[src/rtl/fifo_1d_downsizer.sv]
// fifo_1d_downsizer: wide-to-narrow stream converter. Each accepted beat
// carries 1..N OUT_W-bit chunks, emitted one per cycle, most-significant
// chunk first. Define FIFO_1D_DOWNSIZER_SKID_EN to add a second (skid)
// entry that registers a_ready and decouples it from b_ready.
module fifo_1d_downsizer #(
  parameter  int IN_W  = 64,
  parameter  int OUT_W = 22,
  localparam int N     = (IN_W + OUT_W - 1) / OUT_W,
  localparam int CNT_W = $clog2(N + 1)
) (
  input  logic             clk,
  input  logic             rst_n,
  input  logic [IN_W-1:0]  a_data,
  input  logic [CNT_W-1:0] a_count,
  input  logic             a_last,
  input  logic             a_valid,
  output logic             a_ready,
  output logic [OUT_W-1:0] b_data,
  output logic             b_last,
  output logic             b_valid,
  input  logic             b_ready
);

  localparam int               PAD_W = N * OUT_W;
  localparam logic [CNT_W-1:0] N_C   = CNT_W'(N);
  localparam logic [CNT_W-1:0] ONE   = CNT_W'(1);

  // Head entry
  logic [IN_W-1:0]  r_data;
  logic [CNT_W-1:0] r_level;
  logic             r_last;

  logic [CNT_W-1:0] w_count;
  logic             w_take;
  logic             w_accept;
  logic             w_head_free;
  logic             w_a_ready;
  logic [PAD_W-1:0] w_pad;
  logic [OUT_W-1:0] w_b_data;

  // Counts above N are clamped; skipped when the count field cannot exceed N
  if (((2 ** CNT_W) - 1) > N) begin : g_clamp
    assign w_count = (a_count > N_C) ? N_C : a_count;
  end else begin : g_noclamp
    assign w_count = a_count;
  end

  assign w_take      = (r_level != '0) && b_ready;
  assign w_accept    = a_valid && w_a_ready;
  // Head can take a new beat this edge: empty, or its final chunk leaves now
  assign w_head_free = (r_level == '0) || ((r_level == ONE) && w_take);

`ifdef FIFO_1D_DOWNSIZER_SKID_EN
  // Skid entry; only non-empty beats are ever stored here
  logic [IN_W-1:0]  r_s_data;
  logic [CNT_W-1:0] r_s_count;
  logic             r_s_last;
  logic             r_s_full;

  assign w_a_ready = !r_s_full;

  // Head/skid update: skid drains into the head first so beat order holds
  always_ff @(posedge clk) begin
    if (!rst_n) begin
      r_data    <= '0;
      r_level   <= '0;
      r_last    <= 1'b0;
      r_s_data  <= '0;
      r_s_count <= '0;
      r_s_last  <= 1'b0;
      r_s_full  <= 1'b0;
    end else if (w_head_free && r_s_full) begin
      r_data   <= r_s_data;
      r_level  <= r_s_count;
      r_last   <= r_s_last;
      r_s_full <= 1'b0;
    end else if (w_head_free && w_accept) begin
      r_data  <= a_data;
      r_level <= w_count;
      r_last  <= a_last && (w_count != '0);
    end else begin
      if (w_take) begin
        r_level <= r_level - ONE;
      end
      if (w_accept && (w_count != '0)) begin
        r_s_data  <= a_data;
        r_s_count <= w_count;
        r_s_last  <= a_last;
        r_s_full  <= 1'b1;
      end
    end
  end
`else
  assign w_a_ready = w_head_free;

  // Head update: a refill overwrites the finishing beat instead of decrementing
  always_ff @(posedge clk) begin
    if (!rst_n) begin
      r_data  <= '0;
      r_level <= '0;
      r_last  <= 1'b0;
    end else if (w_head_free && w_accept) begin
      r_data  <= a_data;
      r_level <= w_count;
      r_last  <= a_last && (w_count != '0);
    end else if (w_take) begin
      r_level <= r_level - ONE;
    end
  end
`endif

  assign w_pad = PAD_W'(r_data);

  // Select chunk[level-1]; zero when the head is empty
  always_comb begin
    w_b_data = '0;
    for (int unsigned k = 0; k < N; k++) begin
      if (r_level == CNT_W'(k + 1)) begin
        w_b_data = w_pad[k*OUT_W +: OUT_W];
      end
    end
  end

  assign a_ready = w_a_ready;
  assign b_data  = w_b_data;
  assign b_valid = (r_level != '0);
  assign b_last  = r_last && (r_level == ONE);

endmodule
[config.mk]
export PLATFORM = sky130hd
export DESIGN_NAME = fifo_1d_downsizer
export DESIGN_NICKNAME = d
export VERILOG_FILES = /design/src/rtl/fifo_1d_downsizer.sv
export SDC_FILE = /design/constraint.sdc
export NUM_CORES = 1
export LEC_CHECK = 0
export BUFFER_PORTS_ARGS = -buffer_cell sky130_fd_sc_hd__buf_2
export CORE_MARGIN = 5
export CORE_UTILIZATION = 40
export CTS_CLUSTER_DIAMETER = 50
export DETAILED_ROUTE_END_ITERATION = 8
export MAX_ROUTING_LAYER = met4
export PLACE_DENSITY = 0.75
export SETUP_SLACK_MARGIN = 0.4
export SYNTH_ARGS = -nofsm -noshare
export SYNTH_HDL_FRONTEND = slang
export SYNTH_SLANG_ARGS = --single-unit
[constraint.sdc]
create_clock -name clk -period 1.44 [get_ports clk]
set_input_delay 0.144 -clock clk [delete_from_list [all_inputs] [get_ports clk]]
set_output_delay 0.144 -clock clk [all_outputs]
set_load 0.02 [all_outputs]
==> results_dict.tcl, run 1 <==
set metrics [dict create \
    outcome "finished with violations" \
    violations "setup timing" \
    tns_ps -35760 \
    io_pins 96 \
    cp_data_required_time_ps 1710 \
    yosysTopAreaCell "dfxtp_1" \
    seq_power_share_pct 29.6 \
    fin_cells 652 \
    grt_pass1_vias 3970 \
    dr_total_vias 4095 \
    cts_tree "done" \
    clock_power_share_pct 19.5 \
    clock_path_buffers 2 \
    finalHoldViolations 0 \
    ctsHoldBuffers 0 \
    drt-initial-drc-count 388 \
    cp_common_cell "buf_6" \
    place_ws_ps -108 \
    syn_area_mm2 0.00342 \
    finalSetupViolCount 91 \
    root_buffer "clkbuf_8" \
    rsz0062_at_grt "yes" \
    path_buf_inv 6 \
    worst_slack_ps -488 \
    fp.dieH_um 102 \
    routed_via_density 6.28 \
    routed_wl_um 15200 \
    fmax_ghz 0.519 \
    ys_warn_count 0 \
    cap_violations 0 \
    gp_congestion 0.884 \
    synth_edf_count 0 \
    row_count 33 \
    hp-class "primary input to register" \
    synth_nets 490 \
    clk_pin_slew_worst_paths_ps 90 \
    grt_max_degree 68 \
    cts_made_buffers 9 \
    async_flop_share_pct 0 \
    path_class "register to register" \
    path_cells "buf_6 > ha_4 > buf_4 > a21oi_4 > buf_6 > buf_6 > buf_12 > buf_12 > o21ai_2 > a21oi_1" \
    fin_util_pct 68.0 \
    h-tree-depth 3 \
    fp.coreArea_mm2 0.00826 \
    slowest_delay_ps 370 \
    drive_above_1_share_pct 60.1 \
    synth-main-ff-cell "dfxtp_1" \
    drtPass1Iterations 5 \
    fin_crit_ps 1930 \
    critPathTopFamily "buffers and inverters" \
    portBuffers 95 \
    ir_drop_v 0.000676 \
    fillers 598 \
    synth-seq-cells 67 \
    initial_utilization_pct 41.4 \
    worstPathMaxFanout 6 \
    swShare_pct 36.6 \
    switchingPower_mw 2.77 \
    pwr_density_cell_mw_per_mm2 1350 \
    p_leak_nw 2.23 \
    drc 0 \
    antenna_found_initial 0 \
    tightest_slew_ps 405 \
    finalMaxSlewViolations 0 \
    cp.arrival_ps 2200 \
    insertion_delay_ps 360 \
    start_kind "register" \
    ys_seq_area_share_pct 39.3 \
    fin_skew_ps 12.1 \
    areaGrowthSynthToFinish_pct 64.3 \
    ff2ff_setup_slack_ps -490 \
    fp.dieW_um 102 \
    p_int_mw 4.81 \
    dp_hpwl_um 7270 \
    drtAntennaViolNets 0 \
    antenna_cells 0 \
    combPwrFrac_pct 51.0 \
    grt_overflow 0 \
    cp-end-kind "register" \
    slowest_stage "dfxtp_4" \
    wl_per_cell_um 23.3 \
    grt_usage_pct 28.0 \
    synth_top_area_share_pct 39.3 \
    clock-sinks 67 \
    grt_pass1_wl_um 21600 \
    avgSynthCellArea_um2 8.23 \
    postSynthCellCount 415 \
    slew_headroom_pct 73.0 \
    dieArea_mm2 0.0105 \
    num-nets-final 617 \
    place_inst 595 \
    min_period_over_period_pct 134 \
    hold_ws_ps 41.7 \
    ys_types 30 \
    synth_area_leaders "dfxtp_1, a21oi_1, nand3_1" \
]
==> routing by layer <==
| metal | part of all wire (%) | vias to the layer above | GRT usage, % | wire (um) |
|---|---|---|---|---|
| li1 | - | 1749 | - | - |
| met1 | 39 | 1972 | 35.2 | 5980 |
| met2 | 46 | 302 | 43.3 | 6940 |
| met3 | 10 | 72 | 4.57 | 1510 |
| met4 | 4.8 | 0 | 13.7 | 731 |
| met5 | 0 | - | - | 0 |
==> sequential cells by signal (all words and copies together) (netlist names) <==
signal and flops:
r_data 64, r_level 2, r_last 1
==> Yosys cell counts (3+ instances only) <==
cell      instances
a21oi_1          59
a21oi_2          29
and3b_1          20
buf_1             4
buf_2            21
buf_6             6
clkbuf_1         12
dfxtp_1          67
ha_1              4
inv_1             4
nand2_1          23
nand3_1          55
nand3_2          10
nand3b_1          3
o21ai_0          52
o21ai_1          24
o21ai_2           9
==> cell families after synthesis <==
| group | count (synthesis) | synth area share, % |
|---|---|---|
| buf+inv | 52 | 8.49 |
| xor+xnor | 1 | 0.256 |
| flops | 67 | 39.3 |
| fa+ha+maj | 4 | 1.46 |
| compound gates | 177 | 30.7 |
| simple gates | 114 | 19.8 |
==> tightest hold or removal path, cell delays in order <==
cell	delay, ps
buf_2	110
nand3_2	70
a21oi_2	40
==> power by group through the flow <==
stage / Clock [mW] / Combinational (mW) / Sequential [mW]
global route: 1.55 / 4.00 / 2.25
CTS: 1.45 / 3.38 / 2.20
finish: 1.48 / 3.86 / 2.24
detailed placement: 0 / 1.90 / 2.24
floorplan: 0 / 1.52 / 2.20
global placement: 0 / 1.86 / 2.23
==> metrics by stage <==
step / power, mW / cell area, um2
final: 7.58 / 5610
after global routing: 7.81 / 5610
after CTS: 7.03 / 5440
after detailed placement: 4.14 / 4330
after global placement: 4.09 / 4330
after floorplan: 3.72 / 3770
==> cells in the final DEF (no fill, tap or decap), drive strengths merged <==
cell / Yosys / final
dfxtp: 67 / 67
and2: 1 / 1
o2111ai: 1 / 1
o221ai: 1 / 1
ha: 4 / 4
nand2: 23 / 23
clkinv: 0 / 3
nor3: 1 / 1
bufbuf: 0 / 4
a211oi: 1 / 1
buf: 33 / 156
clkbuf: 13 / 12
xnor2: 1 / 1
a21oi: 89 / 89
and3b: 20 / 20
nand3b: 3 / 3
clkinvlp: 0 / 2
inv: 6 / 7
nor2b: 1 / 1
o21ai: 85 / 85
nand3: 65 / 65
==> timing repair <==
action                     in CTS  in global routing
pin swaps                      19                 40
gates cloned                   12                  2
gates resized for setup       118                 44
setup endpoints to repair      92                 92
buffers inserted               23                  4
==> cell type report <==
cell class | count | area, um2 | area share [%]
multi-input cells | 296 | 2220 | 39.6
repair buffers | 162 | 1700 | 30.3
flip-flops and latches | 67 | 1350 | 24.0
clock buffers | 10 | 138 | 2.45
well taps | 105 | 131 | 2.34
clock inverters | 6 | 40.0 | 0.713
inverters | 6 | 30.0 | 0.535
==> path summary, 6_finish.rpt <==
check	from	to	cells past startpoint
max reg2reg	r_level[0]$_SDFFE_PN0P_	r_data[39]$_SDFFE_PN0P_	10
min reg2reg	r_data[19]$_SDFFE_PN0P_	r_data[19]$_SDFFE_PN0P_	2
max	r_level[0]$_SDFFE_PN0P_	r_data[39]$_SDFFE_PN0P_	10
min	a_data[13]	r_data[13]$_SDFFE_PN0P_	3
Note: power is estimated with default switching activity, not from simulation.
==> inputs of run 2 (changes only) <==
MAX_ROUTING_LAYER = default   (was met4)
PLACE_DENSITY = default   (was 0.75)
PLACE_DENSITY_LB_ADDON = 0.15   (was default)
RECOVER_POWER = 100   (was default)
==> run 2 against run 1 <==
  * The run still ends with setup timing left
  * Final cell count rose by 0.15%
  * Clock skew shrank 5.6 ps
  * Design area up 3.5%
  * Worst setup slack better by 82 ps
  * Count of clock-buffer cells in the layout grew 1
  * Critical endpoint is now b_data[18]
==> results_dict.tcl, run 2 (same netlist as run 1, synthesis figures left out) <==
set metrics [dict create \
    outcome "finished with violations" \
    violations "setup timing" \
    slowest_delay_ps 360 \
    dieArea_mm2 0.0105 \
    drc 0 \
    final_cell_mix "o21ai_2, buf_2, dfxtp_1" \
    worst_slack_ps -406 \
    cp_data_required_time_ps 1300 \
    critPathTopFamily "buffers and inverters" \
    cp.arrival_ps 1700 \
    worstPathMaxFanout 7 \
    num-nets-final 618 \
    routed_via_density 5.63 \
    reg_top3 "r_data (64), r_level (2), r_last (1)" \
    p_int_mw 5.35 \
    path_buf_inv 3 \
    ir_drop_v 0.000600 \
    fin_area_mm2 0.00581 \
    seq_power_share_pct 27.9 \
    cap_violations 0 \
    fin_cells 653 \
    fp.dieW_um 102 \
    root_buffer "clkbuf_8" \
    fillers 594 \
    clock_path_buffers 2 \
    cp-end-kind "output pin" \
    row_count 33 \
    cts_made_buffers 9 \
    fin_skew_ps 6.45 \
    areaGrowthSynthToFinish_pct 70.1 \
    antenna_found_initial 0 \
    p_leak_nw 2.26 \
    drive_above_1_share_pct 65.3 \
    fmax_ghz 0.542 \
    h-tree-depth 3 \
    gp_congestion 0.786 \
    routed_wl_um 12400 \
    cp_common_cell "buf_6" \
    dr_total_vias 3674 \
    insertion_delay_ps 350 \
    cts_tree "done" \
    drtAntennaViolNets 0 \
    dp_hpwl_um 6710 \
    layout_commonest_cell "o21ai_2" \
    tns_ps -30210 \
    hp-class "primary input to register" \
    io_pins 96 \
    swShare_pct 33.7 \
    initial_utilization_pct 41.4 \
    grt_pass1_vias 3771 \
    place_inst 592 \
    wl_per_cell_um 19.1 \
    path_class "register to output pin" \
    path_cells "buf_6 > ha_4 > buf_12 > and3b_1 > a21oi_2 > o21ai_2 > buf_6" \
    slew_headroom_pct 67.3 \
    switchingPower_mw 2.72 \
    fp.coreArea_mm2 0.00826 \
    grt_overflow 0 \
    clock-sinks 67 \
    fp.dieH_um 102 \
    finalMaxSlewViolations 0 \
    grt_max_degree 68 \
    placed_area_mm2 0.00437 \
    min_period_over_period_pct 128 \
    combPwrFrac_pct 48.1 \
    finalHoldViolations 0 \
    clk_pin_slew_worst_paths_ps 70 \
    portBuffers 95 \
    drt-initial-drc-count 208 \
    finalSetupViolCount 91 \
    grt_pass1_wl_um 20000 \
    clock_power_share_pct 24.1 \
    largest_reg_flops 64 \
    pwr_density_cell_mw_per_mm2 1390 \
    tightest_slew_ps 490 \
    rsz0062_at_grt "yes" \
    largest_register "r_data" \
    grt_usage_pct 24.5 \
    antenna_cells 0 \
    start_kind "register" \
    fin_crit_ps 1850 \
    drtPass1Iterations 6 \
    slowest_stage "dfxtp_4" \
]
run 2: cell count changes in the layout (fill, tap and decap cells not counted), moves of 2 or more:
cell and delta:
o21ai_4 +3, nand3_1 +4, buf_12 -2, clkinvlp_4 -2, clkbuf_16 -2, bufinv_16 +3
nand3_2 -4, o21ai_0 -16, buf_16 +7, buf_8 +4, bufbuf_16 -4, o21ai_1 -17
o21ai_2 +30
run 2: metal layers:
layer / global-route usage [%] / wire length (um) / up-vias / share of wire, %
met4: 8.68 / 238 / 0 / 1.9
met3: 4.44 / 813 / 21 / 6.5
met2: 38.3 / 5930 / 131 / 48
met1: 33.8 / 5460 / 1749 / 44
met5: 0 / 0 / - / 0
li1: - / - / 1773 / -
run 2: repair_timing:
| action | in CTS | in global routing |
|---|---|---|
| endpoints found under the setup margin | 92 | 92 |
| buffers inserted | 25 | 6 |
| cloned | 14 | 0 |
| pin swaps | 66 | 22 |
| hold buffers | 0 | 0 |
| gates resized for setup | 190 | 11 |
run 2: cell type report:
cell class                      instances  area, um2  area share (%)
Clock inverter                          5        100            1.72
Inverter                                6       30.0           0.517
Timing Repair Buffer                  163       1720            29.5
Multi-Input combinational cell        296       2340            40.3
Tap cell                              105        131            2.26
Clock buffer                           11        141            2.43
Sequential cell                        67       1350            23.2
run 2: worst min-delay path, stage by stage:
cell	delay (ps)
buf_2	100
nand3_2	50
a21oi_1	50
run 2: worst paths after layout:
path | from | end | slack (ps) | cells after the start
setup / recovery | r_level[0]$_SDFFE_PN0P_ | b_data[18] | -410 | 7
hold / removal | a_data[48] | r_data[48]$_SDFFE_PN0P_ | 40 | 3
setup reg to reg | r_level[0]$_SDFFE_PN0P_ | r_data[8]$_SDFFE_PN0P_ | -400 | 11
hold reg to reg | r_data[4]$_SDFFE_PN0P_ | r_data[4]$_SDFFE_PN0P_ | 460 | 2
run 2: power by group through the flow:
stage | sequential (mW) | clock (mW) | combinational [mW]
6_report | 2.25 | 1.94 | 3.88
2_1_floorplan | 2.20 | 0 | 1.52
3_5_place_dp | 2.24 | 0 | 2.04
3_3_place_gp | 2.23 | 0 | 2.02
4_1_cts | 2.23 | 1.94 | 3.71
5_1_grt | 2.27 | 2.06 | 4.09
run 2: per-stage QoR:
step                utilization [%]  power [mW]  hold WS (ps)  setup slack, ps
global route                   70.4        8.41          37.6             -467
CTS                            69.2        7.88          25.7             -404
global placement               52.9        4.25           392            -78.8
finish                         70.4        8.07          39.5             -406
floorplan                         -        3.72           275             90.6
detailed placement             52.9        4.28           398             -111
==> inputs of run 3 (changes only) <==
CORE_UTILIZATION = 47   (was 40)
==> run 3 against run 2 <==
  * The flow still finishes with violations (setup timing)
  * Worst hold slack improved by 11 ps
  * Flip-flop and latch count stayed put
  * Register-to-register slack about the same
  * Sequential power is essentially flat
==> results_dict.tcl, run 3 (same netlist as run 1, synthesis figures left out) <==
set metrics [dict create \
    outcome "finished with violations" \
    violations "setup timing" \
    cp.arrival_ps 1740 \
    grt_max_degree 68 \
    gp_congestion 0.819 \
    fp.dieH_um 95.3 \
    largest_reg_flops 64 \
    crit_start "r_level[0]$_SDFFE_PN0P_" \
    grt_pass1_vias 3929 \
    clock-sinks 67 \
    h-tree-depth 3 \
    busiest_layer "met2" \
    p_leak_nw 2.33 \
    slew_headroom_pct 61.2 \
    largest_register "r_data" \
    dieArea_mm2 0.00908 \
    slowest_delay_ps 390 \
    path_class "register to output pin" \
    dr_total_vias 4076 \
    antenna_cells 0 \
    drive_above_1_share_pct 72.5 \
    fin_util_pct 85.5 \
    fillers 312 \
    cts_made_buffers 9 \
    routed_via_density 6.18 \
    reg_top3 "r_data (64), r_level (2), r_last (1)" \
    hp-class "primary input to register" \
    clk_pin_slew_worst_paths_ps 70 \
    fmax_ghz 0.529 \
    wl_per_cell_um 23.0 \
    finalHoldViolations 0 \
    antenna_found_initial 0 \
    portBuffers 95 \
    tightest_slew_ps 583 \
    num-nets-final 631 \
    grtUsageMet1_pct 38.2 \
    row_count 31 \
    rr_startpoint "r_level[1]$_SDFFE_PN0P_" \
    grt_overflow 0 \
    dp_hpwl_um 6820 \
    rsz0062_at_grt "yes" \
    pwr_density_cell_mw_per_mm2 1330 \
    cp-end-kind "output pin" \
    final_cell_mix "buf_2, a21oi_2, o21ai_2, dfxtp_1, buf_6" \
    cp_data_required_time_ps 1300 \
    finalMaxSlewViolations 0 \
    gr-usage-met3_pct 5.92 \
    worstHoldStart "a_data[56]" \
    cts_tree "done" \
    fp.dieW_um 95.3 \
    root_buffer "clkbuf_8" \
    areaGrowthSynthToFinish_pct 79.6 \
    ir_drop_v 0.000795 \
    io_pins 96 \
    cap_violations 0 \
    layout_commonest_cell "buf_2" \
    start_kind "register" \
    clock_path_buffers 2 \
    worst_slack_ps -449 \
    drt-initial-drc-count 361 \
    place_inst 598 \
    met2_usage_pct 46.6 \
    slowest_stage "dfxtp_4" \
    grt_pass1_wl_um 20300 \
    critPathTopFamily "flip-flops" \
    worstPathMaxFanout 7 \
    fin_area_mm2 0.00614 \
    grt_usage_pct 28.9 \
    drtAntennaViolNets 0 \
    fin_skew_ps 13.0 \
    drc 0 \
    fin_crit_ps 1890 \
    placed_area_mm2 0.00440 \
    routed_wl_um 15200 \
    drtPass1Iterations 5 \
    initial_utilization_pct 47.6 \
    fin_cells 660 \
    path_buf_inv 3 \
    insertion_delay_ps 350 \
    path_cells "inv_4 > ha_4 > clkbuf_16 > and3b_1 > a21oi_2 > o21ai_2 > buf_6" \
    finalSetupViolCount 91 \
    min_period_over_period_pct 131 \
    fp.coreArea_mm2 0.00718 \
]
==> run 3: what timing repair did <==
action,CTS,global route
setup endpoints to repair,92,92
gates cloned,14,1
pin swaps,58,31
gates resized for setup,187,85
setup buffers,20,11
hold buffers,0,0
==> run 3: final timing paths <==
kind | end | depth (start not counted) | slack, ps
max | b_data[8] | 7 | -450
min | r_data[56]$_SDFFE_PN0P_ | 3 | 50
max reg2reg | r_level[1]$_SDFFE_PN0P_ | 11 | -400
min reg2reg | r_data[50]$_SDFFE_PN0P_ | 2 | 470
==> run 3: power breakdown <==
| part | switching (mW) | internal [mW] |
|---|---|---|
| sequential | 0.211 | 2.07 |
| clock | 0.748 | 0.718 |
| combinational | 2.10 | 2.31 |
| total | 3.05 | 5.10 |
==> run 3: area by class of cell <==
| cell class | count | area [um2] | share of cell area, % |
|---|---|---|---|
| Tap cell | 99 | 124 | 2.02 |
| Sequential cell | 67 | 1350 | 22.0 |
| Clock buffer | 14 | 163 | 2.65 |
| Inverter | 6 | 30.0 | 0.489 |
| Multi-Input combinational cell | 296 | 2660 | 43.4 |
| Timing Repair Buffer | 176 | 1800 | 29.3 |
| Clock inverter | 2 | 10.0 | 0.163 |
==> run 3: worst register-to-register path, stage by stage, from the launching register on <==
cell     delay, ps
dfxtp_4        400
inv_4           60
ha_4           200
buf_6          130
a21oi_4        220
inv_4           90
buf_6          120
buf_6          110
buf_16         130
buf_8          120
nand3_2         70
a21oi_2         50
==> run 3: metrics by stage <==
step / total power, mW / hold slack (ps) / TNS, ps / setup slack, ps
after CTS: 7.40 / 33.9 / -21910 / -393
after global routing: 8.39 / 45.3 / -36310 / -504
final: 8.15 / 50.9 / -32390 / -449
after floorplan: 3.72 / 275 / 0 / 90.6
after global placement: 4.21 / 398 / -1560 / -112
after detailed placement: 4.25 / 404 / -2970 / -123
==> run 3: per-layer routing <==
layer  part of all wire [%]  vias to the layer above
li1                       -                     1782
met1                     39                     1947
met2                     48                      283
met3                    9.3                       64
met4                    4.2                        0
met5                      0                        -
